## config.mk

```make
export PLATFORM = sky130hd
export DESIGN_NAME = frame_pixel_streamer
export DESIGN_NICKNAME = d
export VERILOG_FILES = /design/src/rtl/frame_pixel_streamer.sv
export SDC_FILE = /design/constraint.sdc
export NUM_CORES = 1
export LEC_CHECK = 0
export CELL_PAD_IN_SITES_DETAIL_PLACEMENT = 2
export CELL_PAD_IN_SITES_GLOBAL_PLACEMENT = 2
export CORE_ASPECT_RATIO = 0.6
export CORE_MARGIN = 4
export CORE_UTILIZATION = 39
export CTS_CLUSTER_DIAMETER = 120
export DETAILED_ROUTE_END_ITERATION = 10
export PLACE_DENSITY = 0.8
export RECOVER_POWER = 100
export SETUP_SLACK_MARGIN = 0.1
export SYNTH_ARGS = -nofsm -noshare
export SYNTH_HDL_FRONTEND = slang
export SYNTH_SLANG_ARGS = --single-unit
```

## constraint.sdc

```tcl
create_clock -name pix_clk -period 8.3 [get_ports pix_clk]
set_input_delay 1.66 -clock pix_clk [delete_from_list [all_inputs] [get_ports pix_clk]]
set_output_delay 1.66 -clock pix_clk [all_outputs]
set_load 0.005 [all_outputs]
```

## src/rtl/frame_pixel_streamer.sv

```systemverilog
// frame_pixel_streamer: reads a finished frame out of a frame buffer and
// streams it as valid/ready pixels with column/row tags.
// A 4-entry FIFO absorbs downstream stalls. Reads are only issued while
// FIFO occupancy plus reads in flight leaves room for the new word.
// Optional build macro FRAME_PIXEL_STREAMER_THRESHOLD_EN binarizes each
// pixel against THRESH as it is captured.
module frame_pixel_streamer #(
   parameter int         WIDTH      = 28,
   parameter int         HEIGHT     = 28,
   parameter int         NUM_PIXELS = WIDTH * HEIGHT,
   parameter logic [7:0] THRESH     = 8'd128
) (
   input  logic                      pix_clk,
   input  logic                      rst_n,
   input  logic                      frame_done,
   output logic                      rd_en,
   output logic [9:0]                rd_addr,
   input  logic [7:0]                rd_data,
   output logic                      pix_valid,
   input  logic                      pix_ready,
   output logic [7:0]                pix_data,
   output logic [$clog2(WIDTH)-1:0]  pix_col,
   output logic [$clog2(HEIGHT)-1:0] pix_row,
   output logic                      pix_last,
   output logic                      busy,
   output logic                      frame_drop
);

   localparam int         CW        = $clog2(WIDTH);
   localparam int         RW        = $clog2(HEIGHT);
   localparam logic [9:0] LAST_ADDR = 10'(NUM_PIXELS - 1);

   typedef enum logic [1:0] {IDLE, READ, DRAIN} state_t;

   state_t      state, state_next;
   logic        rd_en_next;
   logic [9:0]  rd_addr_next;
   logic        frame_drop_next;
   logic        data_valid;
   logic [7:0]  fifo_mem [4];
   logic [1:0]  wr_ptr, rd_ptr;
   logic [2:0]  fifo_count, count_after;
   logic [3:0]  committed;
   logic        push, pop, can_issue;
   logic [7:0]  push_data;

`ifdef FRAME_PIXEL_STREAMER_THRESHOLD_EN
   assign push_data = (rd_data >= THRESH) ? 8'hFF : 8'h00;
`else
   logic unused_thresh;
   assign unused_thresh = ^THRESH;
   assign push_data     = rd_data;
`endif

   assign push      = data_valid;
   assign pix_valid = (fifo_count != 3'd0);
   assign pop       = pix_valid & pix_ready;
   assign pix_data  = pix_valid ? fifo_mem[rd_ptr] : 8'h00;
   assign pix_last  = (pix_row == RW'(HEIGHT - 1)) && (pix_col == CW'(WIDTH - 1));
   assign busy      = (state != IDLE);

   // Look ahead one edge: a new read is allowed only if every word already
   // owed to the FIFO plus this one still fits in its four entries.
   always_comb begin
      count_after = fifo_count + {2'b00, push} - {2'b00, pop};
      committed   = {1'b0, count_after} + {3'b000, rd_en} + 4'd1;
      can_issue   = (committed <= 4'd4);
   end

   // Next-state and read-issue decisions; the frame is fully requested once
   // the last address has gone out, after which only the FIFO drains.
   always_comb begin
      state_next      = state;
      rd_en_next      = 1'b0;
      rd_addr_next    = rd_addr;
      frame_drop_next = frame_done && (state != IDLE);
      case (state)
         IDLE: begin
            if (frame_done) begin
               state_next   = READ;
               rd_en_next   = 1'b1;
               rd_addr_next = 10'd0;
            end
         end
         READ: begin
            if (rd_addr == LAST_ADDR) begin
               state_next = DRAIN;
            end else if (can_issue) begin
               rd_en_next   = 1'b1;
               rd_addr_next = rd_addr + 10'd1;
            end
         end
         DRAIN: begin
            if (pop && pix_last) begin
               state_next = IDLE;
            end
         end
         default: state_next = IDLE;
      endcase
   end

   // Control registers; reset drops any read in flight so a broken frame
   // leaves nothing behind.
   always_ff @(posedge pix_clk or negedge rst_n) begin
      if (!rst_n) begin
         state      <= IDLE;
         rd_en      <= 1'b0;
         rd_addr    <= 10'd0;
         data_valid <= 1'b0;
         frame_drop <= 1'b0;
      end else begin
         state      <= state_next;
         rd_en      <= rd_en_next;
         rd_addr    <= rd_addr_next;
         data_valid <= rd_en;
         frame_drop <= frame_drop_next;
      end
   end

   // FIFO pointers and occupancy.
   always_ff @(posedge pix_clk or negedge rst_n) begin
      if (!rst_n) begin
         wr_ptr     <= 2'd0;
         rd_ptr     <= 2'd0;
         fifo_count <= 3'd0;
      end else begin
         if (push) wr_ptr <= wr_ptr + 2'd1;
         if (pop)  rd_ptr <= rd_ptr + 2'd1;
         fifo_count <= count_after;
      end
   end

   // FIFO storage needs no reset because the output is masked when empty.
   always_ff @(posedge pix_clk) begin
      if (push) fifo_mem[wr_ptr] <= push_data;
   end

   // Raster position of the pixel at the FIFO head, advanced per handshake.
   always_ff @(posedge pix_clk or negedge rst_n) begin
      if (!rst_n) begin
         pix_col <= '0;
         pix_row <= '0;
      end else if (pop) begin
         if (pix_last) begin
            pix_col <= '0;
            pix_row <= '0;
         end else if (pix_col == CW'(WIDTH - 1)) begin
            pix_col <= '0;
            pix_row <= pix_row + RW'(1);
         end else begin
            pix_col <= pix_col + CW'(1);
         end
      end
   end

endmodule

```

# Word-level counts from Yosys, hierarchy flattened
# Memories as Yosys holds them, arrays and structs flattened.
# Cells that the tools add are included.
# totals
regBits,32
latch_bits,0
mem_bits_rw,32
romBits,0
elab_cells,62
n_memories,1
# memory_table
name,depth,width,read_ports,rd_clocked_by_memory_dff,write_ports,line_no,source
fifo_mem,4,8,1,0,1,40,logic [7:0] fifo_mem [4];
# classes
addsub,9
multipliers,0
div,0
magnitude_cmp,1
eq_ne,10
shift,0
mux,19
n_bitwise,1
reduce_logical,11
# ops
op,n
10-bit 2-to-1 mux,3
5-bit 2-to-1 mux,4
10-bit one-hot mux with 2 select lines,1
10-bit by 1-bit adder with 10-bit output (second input constant),1
5-bit by 1-bit adder with 5-bit output (second input constant),2
10-bit == test (second input constant),1
5-bit == test (second input constant),2
2-bit inequality test (second input constant),5
8-bit 2-to-1 mux,1
2-bit 2-to-1 mux,3
2-bit one-hot mux with 3 select lines,1
2-bit nonzero test,3
1-bit 2-to-1 mux,5
2-bit by 1-bit adder with 2-bit output (second input constant),2
3-bit by 1-bit adder with 4-bit output,1
4-bit by 1-bit adder with 4-bit output (second input constant),1
4-bit by 3-bit less-or-equal comparator with 1-bit output (second input constant),1
4-bit AND reduction,1
3-bit by 1-bit adder with 3-bit output,1
1-bit logical AND,3
3-bit AND reduction,1
3-bit nonzero test,1
3-bit by 1-bit subtractor with 3-bit output,1
2-bit by 1-bit == test with 1-bit output (second input constant),1
other kinds (5),5

# Longest topological paths before layout
# depth
word_depth,9
depth_mapped,17
mapped_depth_nobuf,16

# Worst setup path before layout
# Ideal clock, no wire load.
# synth_timing
kind,input to register
from,input pix_ready
to,register rd_addr[9]
setup_time_ns,0.124
arrival_ns,4.056
required_ns,8.176
slack_ns,4.120
stages,14
path_buffers,0
path_cell_list,nand2_4 -> clkinv_1 -> ha_1 -> inv_1 -> ha_1 -> inv_1 -> fa_1 -> inv_1 -> ha_1 -> nand2b_1 -> inv_1 -> o2111a_2 -> a21oi_4 -> a211o_1
# synth_between
elab_chain_cells,7
# synth_rtl
item,line_no,source
start: declaration,20,"input logic pix_ready,"
1-bit bitwise AND,57,assign pop = pix_valid & pix_ready;
via pop,44,"logic push, pop, can_issue;"
3-bit by 1-bit subtractor with 3-bit output,65,"count_after = fifo_count + {2'b00, push} - {2'b00, pop};"
via count_after[1],42,"logic [2:0] fifo_count, count_after;"
3-bit by 1-bit adder with 4-bit output,66,"committed = {1'b0, count_after} + {3'b000, rd_en} + 4'd1;"
4-bit by 1-bit adder with 4-bit output,66,
4-bit by 3-bit less-or-equal comparator with 1-bit output,67,can_issue = (committed <= 4'd4);
2-bit inequality test (no source line),--,
4-bit AND reduction (no source line),--,
end signal: assignment,114,rd_addr <= rd_addr_next;
end: declaration,17,"output logic [9:0] rd_addr,"
# The timed path passes the listed nets, and every way through them passes these cells.
# A chain may end at the register's enable or synchronous reset.

# Final worst setup path
# layout_timing
from,input pix_ready
to,register rd_addr[8]
# The elaborated chain is that of the path after synthesis.

==> flow_summary.json <==
{
  "fin_cells": 389,
  "synthToLayoutAreaGrowth_pct": 27.0,
  "outcome": "finished with violations",
  "clkSinkCount": 64,
  "max_stage_delay_ns": 0.84,
  "maxCapViolations": 1,
  "avgRoutedWirePerCell_um": 21.2,
  "fin_hold_ws_ns": 0.420,
  "place_inst": 373,
  "skew_ns": 0.00689,
  "comb_power_share_pct": 45.3,
  "ant_nets": 0,
  "hold_viol": 0,
  "crit_top_cell": "inv_1",
  "gp_congestion": 0.755,
  "drive_gt1_share_pct": 10.2,
  "placed_area_um2": 3530,
  "fill_cells": 725,
  "route.met3.wl_um": 311,
  "layout_common_cells": "44 x dlygate4sd3_1, 32 x dfrtp_1, 32 x edfxtp_1, 25 x nand2_1",
  "peakVddDrop_v": 0.000215,
  "dieArea_um2": 9120,
  "synth_seq_cells": 64,
  "syn_area_um2": 2970,
  "netlist.area_leader.share_pct": 32.4,
  "yosys.area_share.adder_pct": 5.31,
  "top_layer_used": "met4",
  "end_kind": "flop",
  "pwr-share-seq_pct": 33.0,
  "final_common_cell": "dlygate4sd3_1",
  "antenna_found_initial": 0,
  "ys_types": 46,
  "cts_tree": "done",
  "path_cells": "dlygate4sd3_1, nand2_1, clkinv_1, ha_1, inv_1, ha_1, inv_1, fa_1, inv_1, ha_1, nand2b_1, inv_1, o2111ai_1, nor4_1, or3_1",
  "vias_per_cell": 5.31,
  "diodes": 0,
  "post-route-drc-count": 0,
  "synth-edff-count": 32,
  "maxSlewViolCount": 33,
  "fmax_mhz": 179,
  "synth-xor-area-share_pct": 2.57,
  "die_width_um": 121,
  "routedLengthMet1_mm": 3.81,
  "switching_share_pct": 39.7,
  "io_pins": 45,
  "synth_area_leaders": "edfxtp_1 32%, dfrtp_1 27%, mux4_2 6.1%",
  "coreArea_um2": 7330,
  "slew_headroom_pct": -23.7,
  "final_area_um2": 3770,
  "grt_use_total_pct": 19.5,
  "p_int_mw": 1.01,
  "switching_power_mw": 0.664,
  "ys_async_sr_fraction_pct": 50.0,
  "finalCriticalPeriod_ns": 5.58,
  "yosys_most_used_dff": "edfxtp_1",
  "grt_overflow_total": 0,
  "clock_latency_ns": 0.34,
  "leakage_nw": 1.52,
  "cts_made_buffers": 9,
  "setup_tns_ns": 0,
  "firstDrtPassIters": 4,
  "drtIter0Drc": 64,
  "cp.required_ns": 8.51,
  "finalPower_mw": 1.67,
  "cp-start-kind": "input pin",
  "power_frac_clock_pct": 21.7,
  "synth_top_area_cell": "edfxtp_1",
  "netlist_instances": 228,
  "synth-compound-area-share_pct": 8.55,
  "clock_path_buffers": 2,
  "critPathMaxFanout": 9,
  "wl_met2_mm": 3.97,
  "rows": 24,
  "drt_wl_total_mm": 8.24,
  "slowest_stage": "o2111ai_1",
  "h-tree-depth": 3,
  "worst_pin_slew_ns": 1.86,
  "fin_nets": 304,
  "grt_max_degree": 33,
  "cts-root-buf": "clkbuf_16",
  "failed_checks": "capacitance limit, slew limit",
  "min_period_over_period_pct": 67.3,
  "grt_pass1_wl_mm": 13.0,
  "worst-path-buf-inv": 6,
  "cts_hold_buf": 0,
  "syn_avg_cell_area_um2": 13.0,
  "power.density_nw_per_um2": 444,
  "ctsResizeCount": 0,
  "synth_top_family_by_area": "simple AND/OR/NAND/NOR gates",
  "num_vias": 2066,
  "hold_class": "flop to flop",
  "synth-simple-area-share_pct": 14.3,
  "clk_pin_slew_ns": 0.05,
  "path_delay_family": "adder cells",
  "critPathArrivalTime_ns": 5.79,
  "ys_warn_count": 0,
  "numPortBuffers": 44,
  "die_h_um": 75.6,
  "post_cts_buffers": 0,
  "rsz0062_at_grt": "no",
  "start_util_pct": 40.5,
  "ys_seq_area_share_pct": 59.3,
  "syn-num-nets": 252,
  "setup-violations-final": 0,
  "path_class": "input pin to flop",
  "first_global_vias": 2284,
  "synth.area.mux_share_pct": 7.12,
  "place_hpwl_mm": 5.66
}
==> kinds of logic (layout without fill, tap and decap cells) <==
logic type / after synthesis / after routing
XOR/XNOR: 6 / 6
flip-flops: 64 / 64
adder cells (fa/ha/maj): 12 / 12
AO/OA/AOI/OAI: 34 / 34
buffers and inverters: 21 / 78
multiplexers: 11 / 11
AND/OR/NAND/NOR: 80 / 80
==> synthesized netlist by cell type (2+ instances only) <==
| master | instances |
|---|---|
| a31oi_1 | 2 |
| o21ai_0 | 12 |
| or3_1 | 2 |
| and3_1 | 2 |
| ha_1 | 11 |
| mux2i_1 | 2 |
| buf_2 | 3 |
| nor2_1 | 5 |
| a211oi_1 | 2 |
| nand2_1 | 24 |
| xnor2_1 | 2 |
| nand2b_1 | 4 |
| xor2_1 | 2 |
| nor2b_1 | 2 |
| a21oi_1 | 3 |
| nand4b_1 | 2 |
| and2_1 | 13 |
| nand4_1 | 3 |
| dfrtp_1 | 32 |
| mux4_2 | 8 |
| nand3_1 | 15 |
| o31ai_1 | 4 |
| a21o_2 | 4 |
| inv_1 | 15 |
| edfxtp_1 | 32 |
| nor4_1 | 2 |
==> final timing paths <==
kind	from	to	slack (ns)	cells past startpoint
setup / recovery	pix_ready	rd_addr[8]$_DFFE_PN0P_	2.72	15
hold / removal	rd_en$_DFF_PN0_	data_valid$_DFF_PN0_	0.42	0
setup reg to reg	fifo_count[1]$_DFF_PN0_	rd_addr[8]$_DFFE_PN0P_	3.47	15
hold reg to reg	rd_en$_DFF_PN0_	data_valid$_DFF_PN0_	0.42	0
max in group asynchronous	rst_n	rd_en$_DFF_PN0_	4.85	2
min in group asynchronous	rst_n	pix_row[4]$_DFFE_PN0P_	2.36	2
==> registers in the layout, indices dropped and copies added (netlist names) <==
| register | flops |
|---|---|
| pix_col | 5 |
| rd_addr | 10 |
| rd_en | 1 |
| frame_drop | 1 |
| fifo_mem | 32 |
| rd_ptr | 2 |
| pix_row | 5 |
| data_valid | 1 |
| wr_ptr | 2 |
| fifo_count | 3 |
| state | 2 |
==> power groups by stage <==
stage / Sequential, mW / Clock, mW / Combinational (mW)
after floorplan: 0.504 / 0 / 0.544
after global placement: 0.544 / 0 / 0.772
after detailed placement: 0.557 / 0 / 0.823
after CTS: 0.555 / 0.374 / 0.865
after global routing: 0.570 / 0.391 / 0.831
final: 0.552 / 0.364 / 0.759
==> metal layers <==
metal | GRT usage [%] | vias to the layer above
li1 | - | 943
met1 | 24.8 | 1065
met2 | 32.7 | 41
met3 | 5.64 | 17
met4 | 6.78 | 0
met5 | 0 | -
==> area by class of cell <==
class | instances | area [um2] | share of cell area (%)
flip-flops and latches | 64 | 1760 | 46.7
multi-input cells | 143 | 1090 | 28.8
repair buffers | 45 | 444 | 11.8
clock buffers | 12 | 236 | 6.27
well taps | 104 | 130 | 3.45
inverters | 17 | 63.8 | 1.69
clock inverters | 4 | 47.5 | 1.26
==> per-stage QoR <==
step	utilization (%)	worst slack (ns)
after floorplan	-	4.12
after global placement	48.2	3.44
after detailed placement	48.2	3.20
after CTS	52.0	3.44
after global routing	51.5	2.44
final	51.5	2.72
Note: power is estimated with default switching activity, not from simulation.
